--- config.mk ---
export PLATFORM = sky130hd
export DESIGN_NAME = keypad_scanner
export DESIGN_NICKNAME = d
export VERILOG_FILES = /design/src/rtl/keypad_pkg.sv /design/src/rtl/key_fifo.sv /design/src/rtl/keypad_scanner.sv
export SDC_FILE = /design/constraint.sdc
export NUM_CORES = 1
export LEC_CHECK = 0
export BUFFER_PORTS_ARGS = -buffer_cell sky130_fd_sc_hd__buf_2
export CAP_MARGIN = 20
export CORE_MARGIN = 4
export CORE_UTILIZATION = 55
export DETAILED_ROUTE_END_ITERATION = 8
export PLACE_DENSITY = 0.71
export SYNTH_ARGS = -nofsm -noshare
export SYNTH_HDL_FRONTEND = slang
export SYNTH_HIERARCHICAL = 1
export SYNTH_SLANG_ARGS = --single-unit
--- constraint.sdc ---
create_clock -name clk -period 2.37 [get_ports clk]
set_input_delay 0.1185 -clock clk [delete_from_list [all_inputs] [get_ports clk]]
set_output_delay 0.1185 -clock clk [all_outputs]
set_load 0.005 [all_outputs]
--- src/rtl/keypad_pkg.sv ---
// keypad_pkg: shared types and helpers for the matrix keypad scanner.
//   scan_state_t  - scanner FSM states (SCAN, DEBOUNCE, PRESSED)
//   ROW_ACTIVE    - level of a row input when a key on the driven column is down
//   COL_ACTIVE    - level driven onto the selected column
//   key_index()   - row/column to linear key code
//   idx_width()   - index width for a count of n items, never less than 1
package keypad_pkg;

  typedef enum logic [1:0] {
    SCAN     = 2'd0,
    DEBOUNCE = 2'd1,
    PRESSED  = 2'd2
  } scan_state_t;

  localparam logic ROW_ACTIVE = 1'b0;
  localparam logic COL_ACTIVE = 1'b0;

  function automatic int key_index(input int row, input int col, input int ncols);
    return row * ncols + col;
  endfunction

  function automatic int idx_width(input int n);
    return (n > 1) ? $clog2(n) : 1;
  endfunction

endpackage

--- src/rtl/key_fifo.sv ---
// key_fifo: small synchronous FIFO with a sticky overflow flag.
// Shared by the keypad scanner and the UART receive path.
// Ports:
//   clk, rst_n   - clock, asynchronous active-low reset
//   push, din    - write request and data; dropped (and overflow set) when
//                  full unless a pop happens in the same cycle
//   pop          - read request; ignored while empty
//   dout, valid  - head-of-queue data and not-empty flag
//   full         - queue holds DEPTH entries
//   overflow     - sticky, cleared only by reset
// DEPTH must be a power of two so the pointers wrap naturally.
module key_fifo #(
  parameter int W     = 4,
  parameter int DEPTH = 4
) (
  input  logic         clk,
  input  logic         rst_n,
  input  logic         push,
  input  logic [W-1:0] din,
  input  logic         pop,
  output logic [W-1:0] dout,
  output logic         valid,
  output logic         full,
  output logic         overflow
);

  localparam int AW = (DEPTH > 1) ? $clog2(DEPTH) : 1;

  logic [W-1:0]  mem [DEPTH];
  logic [AW-1:0] wr_ptr;
  logic [AW-1:0] rd_ptr;
  logic [AW:0]   count;
  logic          do_pop;
  logic          do_push;

  assign valid   = (count != '0);
  assign full    = (count == (AW+1)'(DEPTH));
  assign dout    = mem[rd_ptr];
  assign do_pop  = pop && valid;
  // A pop in the same cycle frees the slot, so a push into a full queue still lands.
  assign do_push = push && (!full || do_pop);

  always_ff @(posedge clk or negedge rst_n) begin
    if (!rst_n) begin
      for (int i = 0; i < DEPTH; i++) mem[i] <= '0;
      wr_ptr   <= '0;
      rd_ptr   <= '0;
      count    <= '0;
      overflow <= 1'b0;
    end else begin
      if (do_push) begin
        mem[wr_ptr] <= din;
        wr_ptr      <= wr_ptr + AW'(1);
      end
      if (do_pop) rd_ptr <= rd_ptr + AW'(1);
      unique case ({do_push, do_pop})
        2'b10:   count <= count + (AW+1)'(1);
        2'b01:   count <= count - (AW+1)'(1);
        default: count <= count;
      endcase
      if (push && !do_push) overflow <= 1'b1;
    end
  end

endmodule

--- src/rtl/keypad_scanner.sv ---
// keypad_scanner: scans a NUM_ROWS x NUM_COLS matrix keypad one column at a
// time, debounces a single key, and queues its code (row*NUM_COLS+col).
// Ports:
//   clk, rst_n  - clock, asynchronous active-low reset
//   col_drv     - active-low one-hot column drive (all ones in reset)
//   row_in      - raw active-low row inputs, synchronised internally
//   key_code    - head-of-queue key code
//   key_valid   - queue not empty
//   key_ready   - consumer accepts key_code
//   key_held    - a debounced key is currently down
//   overflow    - sticky: a code was dropped because the queue was full
// Optional build macro KEYPAD_AUTOREPEAT_EN adds REPEAT_DELAY/REPEAT_RATE
// (in samples): a held key is re-pushed after REPEAT_DELAY consecutive low
// samples, then every REPEAT_RATE samples.
//
// state    | meaning
// ---------+----------------------------------------------------------
// SCAN     | rotating columns, looking for any low row at each sample
// DEBOUNCE | column frozen, counting consecutive low samples of cand_row
// PRESSED  | key accepted and held; counting high samples for release
module keypad_scanner
  import keypad_pkg::*;
#(
  parameter int NUM_ROWS     = 4,
  parameter int NUM_COLS     = 3,
  parameter int SCAN_DIV     = 10000,
  parameter int DEBOUNCE_CNT = 4,
  parameter int FIFO_DEPTH   = 4,
`ifdef KEYPAD_AUTOREPEAT_EN
  parameter int REPEAT_DELAY = 50,
  parameter int REPEAT_RATE  = 10,
`endif
  localparam int KW = $clog2(NUM_ROWS * NUM_COLS)
) (
  input  logic                clk,
  input  logic                rst_n,
  output logic [NUM_COLS-1:0] col_drv,
  input  logic [NUM_ROWS-1:0] row_in,
  output logic [KW-1:0]       key_code,
  output logic                key_valid,
  input  logic                key_ready,
  output logic                key_held,
  output logic                overflow
);

  localparam int RW = idx_width(NUM_ROWS);
  localparam int CW = idx_width(NUM_COLS);
  localparam int SW = idx_width(SCAN_DIV);
  localparam int DW = idx_width(DEBOUNCE_CNT);

  logic [NUM_ROWS-1:0] row_meta;
  logic [NUM_ROWS-1:0] row_sync;
  logic [SW-1:0]       dwell_cnt;
  logic                sample;
  logic [CW-1:0]       col_idx;
  logic [CW-1:0]       col_inc;
  logic [CW-1:0]       col_sel;
  logic                col_adv;
  scan_state_t         state;
  logic [RW-1:0]       cand_row;
  logic [CW-1:0]       cand_col;
  logic [DW-1:0]       match_cnt;
  logic [DW-1:0]       rel_cnt;
  logic                match_done;
  logic                rel_done;
  logic [RW-1:0]       low_row;
  logic                any_low;
  logic                cand_low;
  logic                push_q;
  logic [KW-1:0]       push_code;

`ifdef KEYPAD_AUTOREPEAT_EN
  localparam int RPW = idx_width((REPEAT_DELAY > REPEAT_RATE) ? REPEAT_DELAY : REPEAT_RATE);
  logic [RPW-1:0] rpt_cnt;
  logic           rpt_phase;  // 0: waiting out REPEAT_DELAY, 1: repeating at REPEAT_RATE
  logic           rpt_hit;
  assign rpt_hit = rpt_phase ? (rpt_cnt == RPW'(REPEAT_RATE - 1))
                             : (rpt_cnt == RPW'(REPEAT_DELAY - 1));
`endif

  always_ff @(posedge clk or negedge rst_n) begin
    if (!rst_n) begin
      row_meta <= {NUM_ROWS{~ROW_ACTIVE}};
      row_sync <= {NUM_ROWS{~ROW_ACTIVE}};
    end else begin
      row_meta <= row_in;
      row_sync <= row_meta;
    end
  end

  assign sample = (dwell_cnt == SW'(SCAN_DIV - 1));

  // Lowest-index active row wins: iterate downward so the last hit is the lowest.
  always_comb begin
    low_row = '0;
    any_low = 1'b0;
    for (int r = NUM_ROWS - 1; r >= 0; r--) begin
      if (row_sync[r] == ROW_ACTIVE) begin
        low_row = RW'(r);
        any_low = 1'b1;
      end
    end
  end

  assign cand_low   = (row_sync[cand_row] == ROW_ACTIVE);
  assign match_done = (match_cnt == DW'(DEBOUNCE_CNT - 1));
  assign rel_done   = (rel_cnt == DW'(DEBOUNCE_CNT - 1));
  assign col_inc    = (col_idx == CW'(NUM_COLS - 1)) ? '0 : col_idx + CW'(1);

  always_comb begin
    col_adv = 1'b0;
    if (sample) begin
      unique case (state)
        SCAN:     col_adv = !any_low;
        DEBOUNCE: col_adv = !cand_low;
        PRESSED:  col_adv = !cand_low && rel_done;
        default:  col_adv = 1'b0;
      endcase
    end
  end

  assign col_sel = col_adv ? col_inc : col_idx;

  // cand_row/cand_col are latched no later than the cycle push_q is set,
  // so the code is stable for the push cycle.
  assign push_code = KW'(key_index(int'(cand_row), int'(cand_col), NUM_COLS));

  always_ff @(posedge clk or negedge rst_n) begin
    if (!rst_n) begin
      state     <= SCAN;
      dwell_cnt <= '0;
      col_idx   <= '0;
      col_drv   <= '1;
      cand_row  <= '0;
      cand_col  <= '0;
      match_cnt <= '0;
      rel_cnt   <= '0;
      push_q    <= 1'b0;
      key_held  <= 1'b0;
`ifdef KEYPAD_AUTOREPEAT_EN
      rpt_cnt   <= '0;
      rpt_phase <= 1'b0;
`endif
    end else begin
      push_q    <= 1'b0;
      col_idx   <= col_sel;
      // col_drv is registered from the next column so it lines up with col_idx.
      col_drv   <= {NUM_COLS{~COL_ACTIVE}} ^ (NUM_COLS'(1) << col_sel);
      dwell_cnt <= sample ? '0 : dwell_cnt + SW'(1);
      if (sample) begin
        unique case (state)
          SCAN: begin
            if (any_low) begin
              cand_row  <= low_row;
              cand_col  <= col_idx;
              match_cnt <= DW'(1);
              rel_cnt   <= '0;
`ifdef KEYPAD_AUTOREPEAT_EN
              rpt_cnt   <= '0;
              rpt_phase <= 1'b0;
`endif
              if (DEBOUNCE_CNT == 1) begin
                state    <= PRESSED;
                push_q   <= 1'b1;
                key_held <= 1'b1;
              end else begin
                state <= DEBOUNCE;
              end
            end
          end
          DEBOUNCE: begin
            if (cand_low) begin
              if (match_done) begin
                state    <= PRESSED;
                push_q   <= 1'b1;
                key_held <= 1'b1;
                rel_cnt  <= '0;
`ifdef KEYPAD_AUTOREPEAT_EN
                rpt_cnt   <= '0;
                rpt_phase <= 1'b0;
`endif
              end else begin
                match_cnt <= match_cnt + DW'(1);
              end
            end else begin
              state <= SCAN;
            end
          end
          PRESSED: begin
            if (cand_low) begin
              rel_cnt <= '0;
`ifdef KEYPAD_AUTOREPEAT_EN
              if (rpt_hit) begin
                push_q    <= 1'b1;
                rpt_cnt   <= '0;
                rpt_phase <= 1'b1;
              end else begin
                rpt_cnt <= rpt_cnt + RPW'(1);
              end
`endif
            end else begin
`ifdef KEYPAD_AUTOREPEAT_EN
              rpt_cnt   <= '0;
              rpt_phase <= 1'b0;
`endif
              if (rel_done) begin
                state    <= SCAN;
                key_held <= 1'b0;
                rel_cnt  <= '0;
              end else begin
                rel_cnt <= rel_cnt + DW'(1);
              end
            end
          end
          default: state <= SCAN;
        endcase
      end
    end
  end

  key_fifo #(
    .W     (KW),
    .DEPTH (FIFO_DEPTH)
  ) u_key_fifo (
    .clk      (clk),
    .rst_n    (rst_n),
    .push     (push_q),
    .din      (push_code),
    .pop      (key_ready),
    .dout     (key_code),
    .valid    (key_valid),
    .full     (),
    .overflow (overflow)
  );

endmodule
==> reports/results.txt <==
NetSw - 665.9 µW
commonest cells in the netlist - dfrtp_1 (52), mux2_2 (24), nor2_1 (19)
Setup WS pre-CTS - 0.2499 ns
Leak - 1.688 nW
RSZ-0062 raised after global routing - false
drt total wl - 5395 µm
status - completed
Critical Path Max Stage Delay - 0.55 ns
Clk pwr share - 38.1%
Hold Crit Class - in -> reg
Fin Clk Skew - 0.006197 ns
switching share of power - 26.54%
initial antenna violation count - 0
Post-synth EDFFs - 0
area post-placement - 3279 µm²
ranking of synthesized cells by area - dfrtp_1 (42%), dfstp_2 (9.3%), mux2_2 (8.7%), ha_1 (3.6%), mux4_2 (3.6%)
DR vias/cell - 5.538
Async SR Flop Fraction - 100.0%
die area - 6892 µm²
Util after Layout - 64.63%
number of global-route vias before repair - 2110
DR WL/cell - 14.82 µm
Synth area leader - dfrtp_1
Worst Path Required - 2.60 ns
Cell Pwr Density - 709.4 nW/µm²
worst-skew pair later-pin latency - 0.34 ns
number of fill cells in the layout - 441
first-iteration detailed-routing DRC count - 65
pin slew with the least headroom to its limit - 0.4562 ns
Rel. slew slack - 69.59%
Cell Rows - 27
Starting Density - 56.56%
count of final hold-check violations - 0
Worst Setup Start Kind - flip-flop
Routed Antenna Nets - 0
drt pass-1 iters - 4
Logic pwr share - 13.1%
crit-path max FO - 4
max-cap violation count - 0
Area Growth Syn to Fin - 14.27%
Synth Cell Area - 3095 µm²
Clock Root Buffer - clkbuf_8
total negative slack - 0 ns
CTS H-tree depth - 3
CP cell instances - fa_1 -> ha_1 -> inv_1 -> fa_1 -> inv_1 -> mux2_2
# port buffers - 16
Die X - 83.02 µm
Syn Inst Count - 256
CTS clk-pin slew, worst paths - 0.07 ns
Peak VDD IR - 447.8 µV
Fmax - 480.7 MHz
Final Max Slew Viols - 0
Ports - 17
element type at the critical path end - flip-flop
largest net degree at the start of global routing - 26
register share of total power - 48.8%
post-synth cell types - 50
Num CTS Buffers - 9
Reg2Reg Depth - 6
Seq cells post-synth - 63
Setup violations, final - 0
crit path kind - reg -> reg
hold depth - 3
fin worst setup slack - 0.2898 ns
CTS tree - built
post-synth top area share - 42.04%
PostCTS Resize Cnt - 0
clock buffer depth - 2
Ys Warns - 6
Syn Nets - 275
Seq/Total Area, Yosys - 51.37%
Internal Pwr Total - 1.843 mW
cell area after layout - 3537 µm²
DP HPWL - 3739 µm
all-layer global routing usage - 17.76%
hold_ws - 0.1572 ns
first-pass GRT wire length - 9956 µm
slowest CP cell - fa_1
nets - 306
drt drc - 0
total gr overflow - 0
fraction of layout cells with a size suffix above 1 - 30.82%
synthesized area per cell - 12.09 µm²
crit share post-route - 87.77%
via count - 2016
routability congestion estimate - 0.7781
diode count - 0
Die Y - 83.02 µm
core area - 5473 µm²
final critical-path required period - 2.080 ns
TritonCTS Sinks - 63
WP data arrival - 2.31 ns
Synth Flop Type - dfrtp_1
most numerous cell in the Yosys netlist - dfrtp_1
==> final cells by class <==
cell class	count	area (µm²)	area share, %
clock inverters	5	56.30	1.592
flip-flops and latches	63	1590	44.96
inverters	17	63.81	1.804
multi-input cells	167	1395	39.44
repair buffers	29	190.2	5.377
clock buffers	11	151.4	4.280
well taps	72	90.09	2.547
==> cells in the final DEF, fill, tap and decap left out, types with 2 or more instances in the layout <==
master	count
a21oi_1	2
a31oi_1	5
buf_2	16
buf_4	8
clkbuf_8	11
clkinv_2	2
dfrtp_1	52
dfstp_2	11
dlygate4sd3_1	5
fa_1	3
ha_1	9
inv_1	17
mux2_2	24
mux2i_1	4
mux4_2	5
nand2_1	15
nand2b_1	6
nand3_1	7
nand3b_1	2
nand4_1	4
nor2_1	19
nor2b_1	4
nor3_1	7
nor4_1	2
nor4_4	2
o211ai_1	2
o21ai_0	3
o21bai_1	2
o31a_1	2
or3_1	3
or4_4	2
xnor2_1	10
xor2_1	4
==> power by group through the flow <==
stage | clock (mW) | sequential, mW | combinational (mW)
2_1_floorplan | 0 | 1.18 | 0.294
3_3_place_gp | 0 | 1.25 | 0.314
4_1_cts | 0.988 | 1.23 | 0.336
3_5_place_dp | 0 | 1.25 | 0.326
5_1_grt | 1.04 | 1.24 | 0.379
6_report | 0.956 | 1.23 | 0.328
==> worst max-delay path, delay by kind of cell (launching register included) <==
family     cells  cell delay [ns]
mux            1             0.26
flops          1             0.43
fa+ha+maj      3             1.17
buf+inv        2             0.12
==> final timing paths <==
check / startpoint / endpoint / slack (ns)
max: cand_row[0] / u_key_fifo/mem[10] / 0.29
min: key_ready / u_key_fifo/rd_ptr[0] / 0.16
max reg2reg: cand_row[0] / u_key_fifo/mem[10] / 0.29
min reg2reg: row_meta[2] / row_sync[2] / 0.36
max in group asynchronous: rst_n / col_drv[1] / 1.37
min in group asynchronous: rst_n / u_key_fifo/wr_ptr[0] / 0.26
==> metrics by stage <==
step,instances,total power [mW]
floorplan,256,1.474
global placement,343,1.562
detailed placement,343,1.573
CTS,364,2.552
global route,364,2.664
finish,364,2.509
==> cell families (layout without fill, tap and decap cells) <==
| group | count (synthesis) | in the layout | share of synthesized area, % |
|---|---|---|---|
| buffers and inverters | 26 | 62 | 3.557 |
| AND/OR/NAND/NOR | 83 | 83 | 16.05 |
| multiplexers | 33 | 33 | 13.66 |
| flip-flops | 63 | 63 | 51.37 |
| XOR/XNOR | 14 | 14 | 3.961 |
| adder cells (fa/ha/maj) | 12 | 12 | 5.578 |
| AO/OA/AOI/OAI | 25 | 25 | 5.821 |
==> flip-flops by register name, indices dropped and copies added, names as in the netlist, 2 cells and up <==
name / cells
match_cnt: 2
cand_row: 2
col_idx: 2
row_sync: 4
rel_cnt: 2
u_key_fifo/mem: 16
u_key_fifo/wr_ptr: 2
cand_col: 2
dwell_cnt: 14
state: 2
col_drv: 3
row_meta: 4
u_key_fifo/count: 3
u_key_fifo/rd_ptr: 2
==> per-layer routing <==
metal | share of wire [%] | global-route usage (%) | vias to the layer above
li1 | - | - | 963
met1 | 45 | 21.81 | 1010
met2 | 50 | 29.01 | 34
met3 | 3.4 | 5.357 | 9
met4 | 1.8 | 7.727 | 0
met5 | 0 | 0 | -
==> repair_timing <==
item / CTS / global route
endpoints found under the hold margin: 15 / 0
setup endpoints to repair: 0 / 0
buffers inserted: 0 / 0
hold buffers: 5 / 0
Power figures use the tool's default switching activity.
